<file path="src/rtl/exe_pkg.sv">
// Shared EXE-stage definitions: operand width, M-extension funct3 codes and
// the divide sequencer state encoding.
package exe_pkg;
  localparam int XLEN = 32;

  localparam logic [2:0] F3_DIV  = 3'b100;
  localparam logic [2:0] F3_DIVU = 3'b101;
  localparam logic [2:0] F3_REM  = 3'b110;
  localparam logic [2:0] F3_REMU = 3'b111;

  typedef enum logic [1:0] {DIV_IDLE, DIV_CALC, DIV_DONE} div_state_e;
endpackage

</file>
<file path="src/rtl/div_step.sv">
// One restoring-divide iteration: shift {rem, quo} left by one, trial-subtract
// the divisor magnitude from rem, keep or restore, and record the quotient bit.
module div_step
  import exe_pkg::*;
(
  input  logic [XLEN:0]   rem,
  input  logic [XLEN-1:0] quo,
  input  logic [XLEN-1:0] dvsr,
  output logic [XLEN:0]   rem_nxt,
  output logic [XLEN-1:0] quo_nxt
);

  logic [XLEN+1:0] sh;
  logic [XLEN+1:0] diff;

  // Shift in the next dividend bit, then test whether the divisor fits.
  always_comb begin
    sh   = {rem, quo[XLEN-1]};
    diff = sh - {2'b00, dvsr};
    if (!diff[XLEN+1]) begin
      rem_nxt = diff[XLEN:0];
      quo_nxt = {quo[XLEN-2:0], 1'b1};
    end else begin
      rem_nxt = sh[XLEN:0];
      quo_nxt = {quo[XLEN-2:0], 1'b0};
    end
  end

endmodule

</file>
<file path="src/rtl/div_seq.sv">
// RV32M DIV/DIVU/REM/REMU sequencer for EXE. Runs a 32-iteration restoring
// divide on operand magnitudes, stalls the front end while busy, and pulses
// done with the sign-corrected result.
// Optional: DIV_EARLY_OUT_EN finishes in one cycle when |dividend| < |divisor|.
module div_seq
  import exe_pkg::*;
(
  input  logic            clk,
  input  logic            rst,
  input  logic            start,
  input  logic [2:0]      funct3,
  input  logic [XLEN-1:0] rs1data,
  input  logic [XLEN-1:0] rs2data,
  input  logic            flush,
  output logic            stall,
  output logic            done,
  output logic [XLEN-1:0] result
);

  div_state_e      state, state_nxt;
  logic [4:0]      cnt;
  logic [XLEN:0]   rem;
  logic [XLEN-1:0] quo;
  logic [XLEN-1:0] dvsr;
  logic [2:0]      f3;
  logic            neg_q, neg_r;
  logic [XLEN-1:0] res_q;

  logic [XLEN:0]   rem_nxt;
  logic [XLEN-1:0] quo_nxt;

  logic            sgn, a_neg, b_neg;
  logic [XLEN-1:0] abs_a, abs_b;
  logic            div0, ovf, early, fast, accept;
  logic [XLEN-1:0] q_fix, r_fix, fix_res;

  div_step u_step (
    .rem     (rem),
    .quo     (quo),
    .dvsr    (dvsr),
    .rem_nxt (rem_nxt),
    .quo_nxt (quo_nxt)
  );

  // Operand conditioning: magnitudes, sign flags and fast-path detection.
  always_comb begin
    sgn    = (funct3 == F3_DIV) || (funct3 == F3_REM);
    a_neg  = sgn & rs1data[XLEN-1];
    b_neg  = sgn & rs2data[XLEN-1];
    abs_a  = a_neg ? -rs1data : rs1data;
    abs_b  = b_neg ? -rs2data : rs2data;
    div0   = (rs2data == '0);
    ovf    = sgn && (rs1data == {1'b1, {(XLEN-1){1'b0}}}) && (rs2data == '1);
`ifdef DIV_EARLY_OUT_EN
    early  = !div0 && (abs_a < abs_b);
`else
    early  = 1'b0;
`endif
    fast   = div0 | ovf | early;
    accept = (state == DIV_IDLE) & start & ~flush;
  end

  // Sign fix-up of the raw magnitudes; special cases were preloaded so that
  // they pass through this same path.
  always_comb begin
    q_fix   = neg_q ? -quo : quo;
    r_fix   = neg_r ? -rem[XLEN-1:0] : rem[XLEN-1:0];
    fix_res = ((f3 == F3_REM) || (f3 == F3_REMU)) ? r_fix : q_fix;
  end

  // State register.
  always_ff @(posedge clk) begin
    if (!rst) state <= DIV_IDLE;
    else      state <= state_nxt;
  end

  // Next-state logic; flush always returns to IDLE.
  always_comb begin
    state_nxt = state;
    case (state)
      DIV_IDLE: if (accept) state_nxt = fast ? DIV_DONE : DIV_CALC;
      DIV_CALC: if (cnt == 5'd0) state_nxt = DIV_DONE;
      DIV_DONE: state_nxt = DIV_IDLE;
      default:  state_nxt = DIV_IDLE;
    endcase
    if (flush) state_nxt = DIV_IDLE;
  end

  // Outputs: stall/done are suppressed by reset and flush in the same cycle.
  always_comb begin
    stall  = 1'b0;
    done   = 1'b0;
    result = '0;
    if (rst) begin
      if (!flush) begin
        stall = ((state == DIV_IDLE) & start) | (state == DIV_CALC);
        done  = (state == DIV_DONE);
      end
      result = done ? fix_res : res_q;
    end
  end

  // Working registers: operand latch on accept, one iteration per CALC
  // cycle, result capture on done.
  always_ff @(posedge clk) begin
    if (!rst) begin
      cnt   <= '0;
      rem   <= '0;
      quo   <= '0;
      dvsr  <= '0;
      f3    <= '0;
      neg_q <= 1'b0;
      neg_r <= 1'b0;
      res_q <= '0;
    end else begin
      if (accept) begin
        f3   <= funct3;
        dvsr <= abs_b;
        cnt  <= fast ? 5'd0 : 5'd31;
        if (div0) begin
          quo   <= '1;
          rem   <= {1'b0, abs_a};
          neg_q <= 1'b0;
          neg_r <= a_neg;
        end else if (ovf) begin
          quo   <= {1'b1, {(XLEN-1){1'b0}}};
          rem   <= '0;
          neg_q <= 1'b0;
          neg_r <= 1'b0;
        end else if (early) begin
          quo   <= '0;
          rem   <= {1'b0, abs_a};
          neg_q <= 1'b0;
          neg_r <= a_neg;
        end else begin
          quo   <= abs_a;
          rem   <= '0;
          neg_q <= a_neg ^ b_neg;
          neg_r <= a_neg;
        end
      end else if ((state == DIV_CALC) && !flush) begin
        rem <= rem_nxt;
        quo <= quo_nxt;
        if (cnt != 5'd0) cnt <= cnt - 5'd1;
      end
      if (done) res_q <= fix_res;
    end
  end

endmodule
</file>
<file path="config.mk">
export PLATFORM = sky130hd
export DESIGN_NAME = div_seq
export DESIGN_NICKNAME = d
export VERILOG_FILES = /design/src/rtl/exe_pkg.sv /design/src/rtl/div_step.sv /design/src/rtl/div_seq.sv
export SDC_FILE = /design/constraint.sdc
export NUM_CORES = 1
export LEC_CHECK = 0
export BUFFER_PORTS_ARGS = -buffer_cell sky130_fd_sc_hd__buf_4
export CAP_MARGIN = 30
export CORE_MARGIN = 1
export CORE_UTILIZATION = 30
export DETAILED_ROUTE_END_ITERATION = 10
export GPL_ROUTABILITY_DRIVEN = 0
export PLACE_DENSITY = 0.53
export SYNTH_ARGS = -nofsm -noshare
export SYNTH_HDL_FRONTEND = slang
export SYNTH_HIERARCHICAL = 1
export SYNTH_SLANG_ARGS = --single-unit
</file>
<file path="constraint.sdc">
create_clock -name clk -period 3.22 [get_ports clk]
set_input_delay 0.644 -clock clk [delete_from_list [all_inputs] [get_ports clk]]
set_output_delay 0.644 -clock clk [all_outputs]
set_load 0.03 [all_outputs]
</file>
==> results of run 1 <==
==> layout by cell type, fill, tap and decap left out, drive strengths merged, types with 23 or more instances in the layout <==
cell    Yosys  layout
buf        44     347
dfxtp     140     140
o21ai     140     140
a21oi     125     125
nand2     117     117
nor2       90      90
xor2       71      71
xnor2      61      61
inv        54      56
ha         39      39
nor3       38      38
o31ai      33      33
or3        31      31
nand3      29      29
a31oi      27      27
or4        27      27
o221ai     26      26
nand4      25      25
a211oi     25      25
a221oi     23      23
==> layout make-up <==
cell class | count | area (um^2)
clock buffer | 19 | 443
sequential | 140 | 2830
tap | 468 | 586
clock inverter | 13 | 189
inverter | 55 | 221
multi-input combinational | 1153 | 8720
fill | 3593 | 20900
timing repair buffer | 347 | 2850
==> metrics by stage <==
step | utilization [%] | setup slack (ns) | TNS (ns) | cells
after global routing | 43.2 | -0.583 | -15.98 | 2195
after floorplan | - | -0.191 | -0.191 | 1467
after detailed placement | 37.2 | -0.242 | -5.02 | 2121
after CTS | 41.5 | -0.542 | -7.73 | 2186
final | 43.2 | -0.521 | -11.57 | 2195
after global placement | 37.1 | -0.135 | -2.04 | 2119
==> report_power, final <==
| part | leakage [nW] | internal, W | total, W | switching [W] |
|---|---|---|---|---|
| combinational | 4.72 | 0.00394 | 0.00767 | 0.00373 |
| sequential | 1.15 | 0.00190 | 0.00211 | 0.000210 |
| clock | 0.304 | 0.00132 | 0.00217 | 0.000851 |
| total | 6.18 | 0.00717 | 0.0120 | 0.00479 |
==> layer usage <==
| layer | track usage [%] | up-vias |
|---|---|---|
| li1 | - | 5951 |
| met1 | 30.3 | 5957 |
| met2 | 36.2 | 423 |
| met3 | 2.68 | 79 |
| met4 | 8.63 | 0 |
| met5 | 0 | - |
==> path summary, 6_finish.rpt <==
| check | startpoint | end | slack, ns | cells after the start |
|---|---|---|---|---|
| hold / removal | res_q[8] | res_q[8] | 0.46 | 1 |
| setup reg to reg | rem[18] | rem[12] | -0.24 | 15 |
| setup / recovery | rem[18] | result[27] | -0.52 | 7 |
| hold reg to reg | res_q[8] | res_q[8] | 0.46 | 1 |
==> flip-flops by register name, indices dropped and copies added (netlist names) <==
signal,cells
f3,2
res_q,32
rem,33
neg_r,1
dvsr,32
cnt,5
state,2
neg_q,1
quo,32
==> repair_timing <==
action	in CTS	in global routing
resized for setup	158	133
setup endpoints to repair	54	59
pin swaps	63	52
buffers inserted	33	12
endpoints found under the hold margin	0	0
cloned	2	0
==> kinds of logic after synthesis <==
family / Yosys count / synth area share [%]
AOI/OAI and AO/OA: 516 / 30.1
and+or+nand+nor: 446 / 20.9
buffers and inverters: 174 / 7.19
DFF: 140 / 25.0
xor gates and xnor gates: 132 / 10.3
adders and majority gates: 40 / 4.54
muxes: 19 / 1.88
==> results.txt, run 1 <==
status = complete, but fails checks
failing checks = negative setup slack
Post-synth EDFFs = 0
RSZ-0062 raised after global routing = true
WHS = 0.458 ns
Cell Chain, Critical Path = or4_4, or3_4, or4_4, o31a_1, xnor2_2, a221oi_2, buf_4
Mapped Cells = 1467
Yosys top cell by area = dfxtp_1
CTS Buffer Depth = 2
clock latency on the worst-skew pair = 0.45 ns
syn avg cell area = 7.63 um^2
Worst slew margin = 24.7%
die area = 38100 um^2
Area growth syn-to-layout = 41.6%
CTS buffer count = 17
Crit path required time = 2.58 ns
DRC viols = 0
Initial DRC Count = 1032
post-synthesis sequential area ratio = 25.0%
Initial Util = 30.5%
DP Wirelength = 33.1 mm
vias per cell = 5.65
core area = 36700 um^2
power density over cell area = 754 nW/um^2
first-pass GRT wire length = 66.9 mm
most used cell, CP = or4_4
Hold WC Path Type = register to register
design area = 15800 um^2
Leak = 6.18 nW
final hold violations = 0
fmax = 267 MHz
CP endpoint kind = output port
port buffer count = 104
Die Y = 195 um
fraction of registers with async set/reset = 0%
metal2 WL = 20.1 mm
Die X = 195 um
Worst Tran Pin Value = 1.13 ns
DR vias = 12400
clk_skew = 0.0131 ns
clock sinks = 140
CP startpoint kind = register
root buffer cell = clkbuf_16
Top Layer Used = met4
worst setup margin = -0.521 ns
Synth area leaders = dfxtp_1 (25%), o21ai_0 (6.2%), xor2_1 (5.6%)
Rows = 70
total nets after synthesis = 1578
post-route ant nets = 0
CTS H-tree depth = 4
ANT cells = 0
CTS tree = built
commonest cells in the synthesized netlist = dfxtp_1 (140), o21ai_0 (139), a21oi_1 (124)
Final setup viols = 49
initial antenna violation count = 1
largest net degree at the start of global routing = 61
max_cap viols = 0
Yosys warnings = 6
drt first pass iters = 5
CP Buf/Inv Count = 1
placed inst area = 13600 um^2
metal3 WL = 1.99 mm
post-synth top area share = 25.0%
crit share post-route = 116%
CP arrival = 3.10 ns
Post-CTS Hold Buffers = 0
drt total wl = 43.7 mm
crit-path max cell delay = 0.53 ns
vias in the first global route = 11700
Tot Pwr = 0.0120 W
Reg clk slew, reported paths = 0.06 ns
Peak VDD IR = 0.920 mV
Nets = 1825
post-synthesis cell area = 11200 um^2
final slew viol count = 0
layout cells sized above 1 = 34.2%
family with the most delay on the worst path = simple AND/OR/NAND/NOR gates
Avg WL per Cell = 19.9 um
Setup CP Type = register to output port
Synth cell types = 84
most frequent cell after synthesis = dfxtp_1
FF+latch count, synth = 140
CP max FO = 3
M1 wire length = 20.2 mm
crit path max-delay cell type = or4_4
io pins = 105
Main synth FF type = dfxtp_1
min Tclk post-route = 3.74 ns
total gr overflow = 0
Total GRT Usage = 22.4%
No activity file was read; power rests on OpenSTA's default activity.
==> inputs of run 2 (changes only) <==
- CTS_BUF_LIST: default -> sky130_fd_sc_hd__clkbuf_8
- SKIP_CTS_REPAIR_TIMING: default -> 1
==> run 2 against run 1 <==
Net effect:
- the flow still finishes with violations (negative setup slack)
- cell area fell by 2.2%
- worst hold slack got worse by 0.029 ns
- non-clock buffer count fell by 14
- combinational power rose by 3.4%
- sequential power barely moved
- setup slack got worse by 0.074 ns
- utilization fell by 0.93 points
- die area did not move
- count of clock-buffer cells in the layout fell by 1
- largest cell class unchanged
- highest routed layer unchanged
==> results.txt, run 2 (synthesis gave the netlist of run 1 again) <==
CTS buffer count = 17
DP Wirelength = 33.1 mm
RSZ-0062 raised after global routing = true
crit share post-route = 118%
vias per cell = 5.64
Avg WL per Cell = 19.7 um
failing checks = negative setup slack
Nets = 1811
root buffer cell = clkbuf_8
Worst Tran Pin Value = 1.19 ns
DR vias = 12300
vias in the first global route = 11200
final slew viol count = 0
Area growth syn-to-layout = 38.6%
first-pass GRT wire length = 63.9 mm
CP Buf/Inv Count = 1
Crit path required time = 2.58 ns
drt first pass iters = 5
core area = 36700 um^2
Setup CP Type = register to output port
WHS = 0.429 ns
clock sinks = 140
family with the most delay on the worst path = simple AND/OR/NAND/NOR gates
clk_skew = 0.0164 ns
Die X = 195 um
Total GRT Usage = 21.4%
layout cells sized above 1 = 34.2%
Final setup viols = 47
power density over cell area = 753 nW/um^2
placed inst area = 13600 um^2
Leak = 6.03 nW
design area = 15500 um^2
fillers = 3689
CP arrival = 3.17 ns
status = complete, but fails checks
max_cap viols = 0
DRC viols = 0
fmax = 262 MHz
CP startpoint kind = register
Initial Util = 30.5%
max reg flops = 33
CTS tree = built
Rows = 70
Die Y = 195 um
most frequent cells in the layout = buf_4 (295), dfxtp_1 (117), nand2_1 (103)
clock latency on the worst-skew pair = 0.48 ns
largest net degree at the start of global routing = 61
Cell Chain, Critical Path = or4_4, or3_4, or4_4, or4_4, nand3_2, a21oi_2, buf_6
ANT cells = 0
Hold WC Path Type = input port to register
min Tclk post-route = 3.81 ns
Worst slew margin = 20.2%
CP endpoint kind = output port
most used cell, CP = or4_4
CTS Buffer Depth = 2
total gr overflow = 0
CTS H-tree depth = 4
Peak VDD IR = 0.710 mV
post-route ant nets = 0
Initial DRC Count = 1016
worst setup margin = -0.595 ns
port buffer count = 104
Reg clk slew, reported paths = 0.09 ns
CP max FO = 6
die area = 38100 um^2
largest reg by FF count = rem
io pins = 105
most common cell after layout, fill and taps aside = buf_4
crit path max-delay cell type = or4_4
initial antenna violation count = 1
drt total wl = 43.0 mm
final hold violations = 0
crit-path max cell delay = 0.56 ns
-- run 2: changes by cell type in the layout (fill, tap and decap cells not counted), sizes merged --
cell | previous run | this run
clkinv | 6 | 5
buf | 347 | 330
inv | 56 | 58
clkbuf | 19 | 21
-- run 2: path summary, 6_finish.rpt --
| check | start | to | slack [ns] | depth (start not counted) |
|---|---|---|---|---|
| worst max-delay path | quo[13] | result[26] | -0.59 | 7 |
| worst min-delay path | funct3[1] | f3[1] | 0.43 | 3 |
| worst max register to register | rem[18] | rem[12] | -0.13 | 14 |
| worst min register to register | res_q[8] | res_q[8] | 0.46 | 1 |
-- run 2: per-stage QoR --
step	cells	setup slack [ns]	total power [W]	utilization, %	TNS, ns
final	2181	-0.595	0.0117	42.3	-8.93
after detailed placement	2121	-0.242	0.00709	37.2	-5.02
after global placement	2119	-0.135	0.00704	37.1	-2.04
after global routing	2181	-0.687	0.0122	42.3	-14.10
after CTS	2153	-0.691	0.00873	38.4	-16.76
after floorplan	1467	-0.191	0.00536	-	-0.191
-- run 2: area by class of cell --
| class | count | area [um^2] | share of cell area, % |
|---|---|---|---|
| well taps | 468 | 586 | 3.78 |
| clock buffers | 18 | 248 | 1.60 |
| repair buffers | 333 | 2730 | 17.6 |
| inverters | 55 | 216 | 1.40 |
| multi-input cells | 1153 | 8690 | 56.1 |
| flip-flops and latches | 140 | 2850 | 18.4 |
| clock inverters | 14 | 193 | 1.24 |
-- run 2: worst reg2reg max path: stages, from the launching register on --
cell and delay [ns]:
dfxtp_4 0.36, buf_4 0.15, ha_4 0.16, a211oi_2 0.23
nand3_1 0.15, nor4b_4 0.25, or3b_4 0.42, and3b_1 0.17
or3_4 0.45, inv_8 0.11, buf_12 0.15, mux2_4 0.31
a21oi_2 0.11, o21ai_1 0.08, o211a_1 0.14
-- run 2: layer usage --
| metal | share of wire, % | GRT usage, % | up-vias |
|---|---|---|---|
| met3 | 4.9 | 2.88 | 63 |
| met4 | 3.1 | 7.90 | 0 |
| met1 | 46 | 29.8 | 5896 |
| li1 | - | - | 5922 |
| met2 | 46 | 33.4 | 409 |
| met5 | 0 | 0 | - |
-- run 2: power breakdown --
part           total [W]  switching [W]  leakage (nW)  internal (W)
sequential       0.00210       0.000204          1.16       0.00190
combinational    0.00793        0.00383          4.65       0.00410
clock            0.00164       0.000772         0.221      0.000867
total             0.0117        0.00481          6.03       0.00686
==> inputs of run 3 (changes only) <==
- ABC_AREA: default -> 1
- PLACE_DENSITY: 0.53 -> 0.52
- TNS_END_PERCENT: default -> 50
==> run 3 against run 2 <==
Net effect:
- count of clock-buffer cells in the layout increased by 1
- worst hold slack worse by 0.011 ns
- die area increased by 23%
- utilization decreased by 8.0 points
- critical path type unchanged
- cell area rose by 0.11%
- critical path depth up 6
- the run now ends clean
- non-clock buffer count fell by 190
- highest routed layer unchanged
==> results.txt, run 3 <==
Yosys warnings = 6
FF/Latch Area = 2810 um^2
area occupied by multi-input gates = 8990 um^2
port buffer count = 104
CP endpoint kind = output port
crit path max-delay cell type = dfxtp_2
commonest cells in the synthesized netlist = nand2_1 (772), inv_1 (371), nor2_1 (242)
post-synth top area share = 21.0%
pre-CTS setup slack = 0.325 ns
Final setup viols = 0
drt first pass iters = 6
Reg clk slew, reported paths = 0.08 ns
most used cell, CP = nand3_1
total gr overflow = 0
Worst R2R Path Depth = 16
post-route ant nets = 0
CTS Buffer Depth = 2
Mapped Cells = 2483
Initial Util = 30.4%
FF+latch count, synth = 140
initial antenna violation count = 0
DP Wirelength = 40.7 mm
Total GRT Usage = 21.5%
Avg WL per Cell = 15.9 um
Die Y = 217 um
CP Capture Point = result[24]
power density over cell area = 392 nW/um^2
Worst Tran Pin Value = 0.825 ns
crit-path max cell delay = 0.35 ns
status = finished clean
Rows = 78
Setup CP Type = register to output port
Worst slew margin = 44.8%
die area = 46900 um^2
DR vias = 15400
total nets after synthesis = 2594
Final Util = 34.2%
fillers = 5152
final hold violations = 0
CP startpoint kind = register
post-synthesis cell area = 13800 um^2
RSZ-0062 raised after global routing = true
Synth cell types = 49
largest net degree at the start of global routing = 63
clk_skew = 0.0222 ns
Main synth FF type = dfxtp_1
most frequent cells in the layout = nand2_1 (768), inv_1 (371), nand3_1 (234)
max_cap viols = 0
fraction of registers with async set/reset = 0%
Area growth syn-to-layout = 12.3%
clock sinks = 140
syn avg cell area = 5.56 um^2
Synth area leaders = nand2_1 (21%), dfxtp_1 (20%), inv_1 (10%)
final slew viol count = 0
ANT cells = 0
layout cells sized above 1 = 11.0%
Nets = 2641
vias per cell = 4.90
post-synthesis sequential area ratio = 20.3%
io pins = 105
Worst R2R End = rem[11]
CTS buffer count = 17
fmax = 321 MHz
max reg flops = 33
root buffer cell = clkbuf_8
most common cell after layout, fill and taps aside = nand2_1
Peak VDD IR = 0.278 mV
Crit path required time = 2.58 ns
Post-synth EDFFs = 0
CTS H-tree depth = 4
worst setup margin = 0.104 ns
CTS tree = built
Cell Chain, Critical Path = inv_2, ha_1, nand3_1, nand2_2, nand3_4, nor2_2, nand3_1, nand2_1, nand3_1, nand3_1, nand2_1, inv_1, buf_4
CP arrival = 2.47 ns
clock latency on the worst-skew pair = 0.51 ns
Leak = 8.16 nW
vias in the first global route = 14100
most frequent cell after synthesis = nand2_1
r2r startpoint = rem[5]
core area = 45400 um^2
Yosys top cell by area = nand2_1
WHS = 0.418 ns
crit share post-route = 96.8%
Initial DRC Count = 1370
CP max FO = 7
R2R setup slack = 0.28 ns
drt total wl = 50.1 mm
first-pass GRT wire length = 78.3 mm
worst setup path startpoint = rem[1]
largest reg by FF count = rem
min Tclk post-route = 3.12 ns
Die X = 217 um
DRC viols = 0
Hold WC Path Type = input port to register
[run 3: changes by cell type in the layout (fill, tap and decap cells not counted), sizes merged, moves of 33 or more]
cell / before / now
buf: 330 / 143
inv: 58 / 389
nand2: 117 / 785
nand3: 29 / 258
nor2: 90 / 255
o21ai: 140 / 183
xnor2: 61 / 10
xor2: 71 / 38
[run 3: area by class of cell]
class,count,share of cell area (%)
sequential,140,18.1
clock buffer,19,1.68
clock inverter,12,1.10
tap,600,4.84
multi-input combinational,1838,57.9
timing repair buffer,143,6.94
inverter,390,9.44
[run 3: worst min path at each step]
stage	startpoint	endpoint	slack (ns)	cells past startpoint
after floorplan	f3[1]	f3[1]	0.45	2
after global routing	funct3[1]	f3[1]	0.39	3
after CTS	funct3[1]	f3[1]	0.38	3
final	rs2data[29]	dvsr[29]	0.42	3
after global placement	f3[1]	f3[1]	0.45	2
after detailed placement	f3[1]	f3[1]	0.46	2
[run 3: metrics by stage]
stage          instance area [um^2]  power [W]  setup TNS (ns)  std cells
6_report                      15500    0.00609               0       3142
5_1_grt                       15500    0.00654          -0.108       3142
4_1_cts                       15400    0.00607           -1.60       3140
3_5_place_dp                  15000    0.00442               0       3109
3_3_place_gp                  15000    0.00440               0       3109
2_1_floorplan                 13800    0.00377               0       2483
[run 3: logic make-up after synthesis]
kind of cell               count (synthesis)  share of synthesized area, %
DFF                                      140                          20.3
xor gates and xnor gates                  48                          3.04
AOI/OAI and AO/OA                        363                          14.2
and+or+nand+nor                         1387                          43.3
buffers and inverters                    505                          15.5
adders and majority gates                 40                          3.68
[run 3: layer usage]
| layer | wire (um) | vias to the layer above | global-route usage, % |
|---|---|---|---|
| li1 | - | 7907 | - |
| met1 | 23300 | 6987 | 29.5 |
| met2 | 22800 | 450 | 34.9 |
| met3 | 3050 | 65 | 3.19 |
| met4 | 933 | 0 | 5.68 |
| met5 | 0 | - | 0 |
[run 3: worst max-delay path, delay by kind of cell, from the launching register on]
| family | cells | cell delay, ns |
|---|---|---|
| buffers and inverters | 3 | 0.27 |
| flip-flops | 1 | 0.35 |
| adder cells (fa/ha/maj) | 1 | 0.16 |
| AND/OR/NAND/NOR | 9 | 1.16 |
[run 3: power by group]
part / switching (W) / internal, W
Combinational: 0.00166 / 0.000825
Sequential: 0.000134 / 0.00183
Clock: 0.000763 / 0.000874
